[config.mk]
export PLATFORM = sky130hd
export DESIGN_NAME = shift_pipe
export DESIGN_NICKNAME = d
export VERILOG_FILES = /design/src/rtl/shift_pkg.sv /design/src/rtl/shift_level.sv /design/src/rtl/shift_pipe.sv
export SDC_FILE = /design/constraint.sdc
export NUM_CORES = 1
export LEC_CHECK = 0
export ABC_CLOCK_PERIOD_IN_PS = 1590
export BUFFER_PORTS_ARGS = -buffer_cell sky130_fd_sc_hd__buf_4
export CAP_MARGIN = 20
export CORE_AREA = 2 2 106 108
export CTS_CLUSTER_DIAMETER = 50
export DETAILED_ROUTE_END_ITERATION = 10
export DIE_AREA = 0 0 108 110
export GPL_TIMING_DRIVEN = 1
export PLACE_DENSITY = 0.53
export SYNTH_ARGS = -nofsm -noshare
export SYNTH_HDL_FRONTEND = slang
export SYNTH_HIERARCHICAL = 1
export SYNTH_SLANG_ARGS = --single-unit
[constraint.sdc]
create_clock -name clk -period 1.59 [get_ports clk]
set_input_delay 0.2385 -clock clk [delete_from_list [all_inputs] [get_ports clk]]
set_output_delay 0.2385 -clock clk [all_outputs]
set_load 0.02 [all_outputs]
[src/rtl/shift_pkg.sv]
// Shared types and elaboration helpers for the shift_pipe barrel shifter.
package shift_pkg;

    typedef enum logic [1:0] {
        SH_SLL = 2'b00,
        SH_SRL = 2'b01,
        SH_SRA = 2'b10,
        SH_ROR = 2'b11
    } shift_op_e;

    // Width-independent part of a stage record; data and cnt are added in shift_pipe.
    typedef struct packed {
        shift_op_e op;
        logic      sign;
        logic      valid;
    } stage_ctl_t;

    function automatic int unsigned level_stage(input int unsigned level,
                                                input int unsigned levels,
                                                input int unsigned stages);
        return (level * stages) / levels;
    endfunction

    function automatic logic stage_first(input int unsigned level,
                                         input int unsigned levels,
                                         input int unsigned stages);
        if (level == 0)
            return 1'b1;
        return level_stage(level - 1, levels, stages) != level_stage(level, levels, stages);
    endfunction

    function automatic logic stage_last(input int unsigned level,
                                        input int unsigned levels,
                                        input int unsigned stages);
        if (level == levels - 1)
            return 1'b1;
        return level_stage(level + 1, levels, stages) != level_stage(level, levels, stages);
    endfunction

endpackage

[src/rtl/shift_level.sv]
// One combinational barrel-shifter mux level: shifts/rotates by DIST when en is set.
module shift_level
    import shift_pkg::*;
#(
    parameter int unsigned N    = 16,
    parameter int unsigned DIST = 1
) (
    input  logic [N-1:0] in_data,
    input  shift_op_e    op,
    input  logic         sign,
    input  logic         en,
    output logic [N-1:0] out_data
);

    always_comb begin
        out_data = in_data;
        if (en) begin
            case (op)
                SH_SLL:  out_data = {in_data[N-1-DIST:0], {DIST{1'b0}}};
                SH_SRL:  out_data = {{DIST{1'b0}}, in_data[N-1:DIST]};
                SH_SRA:  out_data = {{DIST{sign}}, in_data[N-1:DIST]};
                SH_ROR:  out_data = {in_data[DIST-1:0], in_data[N-1:DIST]};
                default: out_data = in_data;
            endcase
        end
    end

endmodule

[src/rtl/shift_pipe.sv]
// Pipelined N-bit barrel shifter (SLL/SRL/SRA/ROR) with valid/ready on both ends.
// Define SHIFT_PIPE_ROL_EN to add in_rol: op ROR with in_rol=1 rotates left instead.
module shift_pipe
    import shift_pkg::*;
#(
    parameter  int unsigned N          = 16,
    localparam int unsigned C          = $clog2(N),
    parameter  int unsigned REG_STAGES = 2
) (
    input  logic         clk,
    input  logic         rst_n,
    input  logic         in_valid,
    output logic         in_ready,
    input  logic [N-1:0] in_data,
    input  logic [C-1:0] in_cnt,
    input  logic [1:0]   in_op,
`ifdef SHIFT_PIPE_ROL_EN
    input  logic         in_rol,
`endif
    output logic         out_valid,
    input  logic         out_ready,
    output logic [N-1:0] out_data
);

    typedef struct packed {
        logic [N-1:0] data;
        logic [C-1:0] cnt;
        stage_ctl_t   ctl;
    } stage_t;

    stage_t                         stg_q   [REG_STAGES];
    stage_t                         stg_in  [REG_STAGES];
    stage_t                         stg_nxt [REG_STAGES];
    logic [REG_STAGES-1:0][N-1:0]   stg_res;
    logic [C-1:0][N-1:0]            lvl_out;
    logic [REG_STAGES-1:0]          adv;
    logic [C-1:0]                   cnt_eff;
    logic                           all_full;

`ifdef SHIFT_PIPE_ROL_EN
    // Rotate-left by k equals rotate-right by (N-k) mod N; N is a power of two.
    always_comb begin
        cnt_eff = in_cnt;
        if (shift_op_e'(in_op) == SH_ROR && in_rol)
            cnt_eff = '0 - in_cnt;
    end
`else
    assign cnt_eff = in_cnt;
`endif

    always_comb begin
        stg_in[0].data      = in_data;
        stg_in[0].cnt       = cnt_eff;
        stg_in[0].ctl.op    = shift_op_e'(in_op);
        stg_in[0].ctl.sign  = in_data[N-1];
        stg_in[0].ctl.valid = in_valid;
        for (int unsigned s = 1; s < REG_STAGES; s++)
            stg_in[s] = stg_q[s-1];
    end

    // "Stage s advances if empty or s+1 advances" unrolled to: downstream ready,
    // or some stage from s to the tail is empty. Avoids a self-referencing vector.
    always_comb begin
        all_full = 1'b1;
        adv      = '0;
        for (int unsigned i = 0; i < REG_STAGES; i++) begin
            all_full = all_full & stg_q[REG_STAGES-1-i].ctl.valid;
            adv[REG_STAGES-1-i] = out_ready || !all_full;
        end
    end

    for (genvar k = 0; k < C; k++) begin : g_lvl
        localparam int unsigned S = level_stage(k, C, REG_STAGES);
        logic [N-1:0] src;

        if (stage_first(k, C, REG_STAGES)) begin : g_head
            assign src = stg_in[S].data;
        end else begin : g_chain
            assign src = lvl_out[k-1];
        end

        shift_level #(
            .N    (N),
            .DIST (1 << k)
        ) u_level (
            .in_data  (src),
            .op       (stg_in[S].ctl.op),
            .sign     (stg_in[S].ctl.sign),
            .en       (stg_in[S].cnt[k]),
            .out_data (lvl_out[k])
        );

        if (stage_last(k, C, REG_STAGES)) begin : g_tail
            assign stg_res[S] = lvl_out[k];
        end
    end

    always_comb begin
        for (int unsigned s = 0; s < REG_STAGES; s++) begin
            stg_nxt[s]      = stg_in[s];
            stg_nxt[s].data = stg_res[s];
        end
    end

    always_ff @(posedge clk or negedge rst_n) begin
        if (!rst_n) begin
            for (int unsigned s = 0; s < REG_STAGES; s++)
                stg_q[s] <= '0;
        end else begin
            for (int unsigned s = 0; s < REG_STAGES; s++)
                if (adv[s])
                    stg_q[s] <= stg_nxt[s];
        end
    end

    assign in_ready  = adv[0];
    assign out_valid = stg_q[REG_STAGES-1].ctl.valid;
    assign out_data  = stg_q[REG_STAGES-1].data;

    // The final stage's shift controls have no consumer.
    logic unused_tail;
    assign unused_tail = ^{stg_q[REG_STAGES-1].cnt, stg_q[REG_STAGES-1].ctl.op,
                           stg_q[REG_STAGES-1].ctl.sign};

endmodule

==> qor.yml <==
leakagePower_nw: 1.82
clock_skew_ns: 0.00562
cts.reportedPaths.clkPinSlew_ns: 0.08
cp_slowest_cell: "dfrtp_2"
cp.required_ns: 1.77
clock.fmax_ghz: 0.590
boundaryPins: 44
worstSetupEndpointType: "register"
total_power_mw: 3.84
antenna_cells: 0
comb_power_share_pct: 48.1
worstPathMaxFanout: 12
die_area_um2: 11900
core_area_um2: 10700
setup_ws_ns: -0.105
seq_power_share_pct: 35.0
h-tree-depth: 2
route.detailed.drc: 0
cp_data_arrival_time_ns: 1.87
slew_viol_final: 0
finalCritPeriodShare_pct: 107
numCtsBuffers: 5
vias: 2788
worstMarginPinSlew_ns: 0.502
drt_first_pass_iters: 4
postSynthAreaPerCell_um2: 9.07
switching_share_pct: 36.7
drive_gt1_share_pct: 41.2
ys_warn_count: 6
port_buffers: 43
ys_ff_latch: 39
final_hold_viol_count: 0
max-vdd-ir-drop_v: 0.000448
dp_hpwl_mm: 5.77
final_util_pct: 39.0
crit_chain: "buf_12 > o21ai_1 > a31oi_4 > mux2i_1 > o221ai_2 > mux2_4"
regArea_um2: 978
routed_wl_mm: 8.20
clockPowerShare_pct: 17.0
startpoint_type: "register"
final.fill_count: 1061
async_flop_share_pct: 100
power.internal_mw: 2.43
cpLargestDelayFamily: "compound AO/OA/AOI/OAI gates"
grt_overflow: 0
synth_edf_count: 0
violations: "setup timing"
synth_cell_types: 31
synth.most_common_cell: "dfrtp_1"
clockBufferDepth: 2
synthFlopType: "dfrtp_1"
clock_latency_ns: 0.29
seq_area_frac_synth_pct: 31.1
r2r_start: "stg_in[3]"
rsz0062_at_grt: "yes"
max_slew_margin_pct: 66.5
syn_area_um2: 3140
cts_sinks: 39
fp.dieH_um: 110
synth_area_leaders: "dfrtp_1 (31%), mux2_2 (9.7%), mux2i_1 (9.3%)"
cap_violations: 0
p_per_area_nw_per_um2: 921
clockRootBuffer: "clkbuf_8"
yosys.area.top_type: "dfrtp_1"
initial_core_util_pct: 29.3
rows: 38
stdcell_area_um2: 4180
antenna_found_initial: 0
synthCells: 346
syn-num-nets: 372
p_switching_mw: 1.41
vias_per_cell: 5.04
cts_tree: "built"
setup_viol: 16
path_class: "register to register"
fin_crit_ns: 1.69
min_path_type: "primary input to register"
area_delta_synth_final_pct: 33.1
grt_usage_pct: 13.7
nets: 438
place_area_um2: 3770
synthDominantCellAreaShare_pct: 31.1
wire_per_inst_um: 14.8
grt_pass1_vias: 2651
die_w_um: 108
ant_nets: 0
ys_top_cells_by_count: "dfrtp_1 (39), nor2_1 (36), mux2i_1 (29)"
crit_start: "stg_in[3]"
multi_input_area_um2: 2080
grt_pass1_wl_mm: 13.0
drt_iter0_drc: 73
holdCritStartpoint: "in_valid"
status: "finished with violations"
grt_start_max_net_pins: 40
globalplace.congestion: 0.880
crit_buf_inv: 1
cp_slowest_stage_delay_ns: 0.48
[per-layer routing]
| metal | global-route usage (%) | share of wire [%] |
|---|---|---|
| met1 | 17.9 | 46 |
| met2 | 23.6 | 49 |
| met3 | 1.76 | 3.5 |
| met4 | 4.03 | 1.9 |
| met5 | 0 | 0 |
[through the flow]
stage	TNS (ns)	setup WS, ns	hold slack (ns)	std cells
floorplan	-0.0325	-0.00932	-0.0571	346
global placement	-3.81	-0.238	0.245	538
detailed placement	-4.87	-0.287	0.249	538
CTS	-0.515	-0.0754	0.126	552
global route	-1.77	-0.176	0.126	553
finish	-0.692	-0.105	0.130	553
[area by class of cell]
type	instances	area share [%]
Inverter	23	2.07
Timing Repair Buffer	90	18.5
Clock buffer	6	1.74
Multi-Input combinational cell	253	49.7
Sequential cell	39	23.4
Tap cell	140	4.20
Clock inverter	2	0.300
[repair_timing]
| item | in CTS | in global routing |
|---|---|---|
| resized for setup | 30 | 23 |
| buffers inserted | 5 | 0 |
| hold buffers | 1 | 0 |
| hold endpoints to repair | 39 | 0 |
| cloned | 0 | 1 |
| pin swaps | 8 | 6 |
| endpoints found under the setup margin | 16 | 17 |
[power by group through the flow]
stage                     clock network (mW)  logic, mW  registers [mW]
after floorplan                            0      0.887            1.48
after global placement                     0       1.58            1.36
after detailed placement                   0       1.61            1.36
after CTS                              0.682       1.74            1.34
after global routing                   0.729       2.00            1.37
final                                  0.652       1.85            1.34
[registers in the layout, indices dropped and copies added, names as in the netlist]
name       flops
g_lvl.src     16
out_data      16
out_valid      1
stg_in         6
[logic make-up after synthesis]
group	count (synthesis)	share of synthesized area (%)
flops	39	31.1
simple gates	101	18.5
mux	66	23.6
compound gates	85	16.5
buf+inv	55	10.2
[cell usage in the layout (no fill, tap or decap), types with 2 or more instances in the layout]
master and count:
or3b_1 15, buf_6 9, or3b_4 3, nand4_1 14, buf_4 75, a31oi_1 12, o22ai_1 5, clkbuf_8 5
o21ai_1 12, nor2_4 3, a21oi_1 14, dfrtp_2 2, dfrtp_1 37, mux2_4 11, inv_1 23, o211ai_1 7
a31oi_4 5, a31oi_2 3, buf_12 5, nand2b_1 10, o221ai_1 2, o221ai_2 6, mux2_2 25, nor2_1 35
or3b_2 2, nand2_1 14, o22ai_2 10, mux2i_1 29, o21ai_0 8
[worst register-to-register path, delay by kind of cell (launching register included)]
| family | cells | cell delay, ns |
|---|---|---|
| AOI/OAI and AO/OA | 3 | 0.49 |
| DFF | 1 | 0.48 |
| buffers and inverters | 1 | 0.17 |
| muxes | 2 | 0.44 |
[path summary, 6_finish.rpt]
check | end | slack [ns] | cells past startpoint
max | out_data[15] | -0.10 | 6
min | stg_in[0] | 0.13 | 2
max reg2reg | out_data[15] | -0.10 | 6
min reg2reg | out_data[4] | 0.51 | 1
max in group asynchronous | stg_in[2] | 0.76 | 2
min in group asynchronous | out_data[14] | 0.45 | 2
Power figures use the tool's default switching activity.
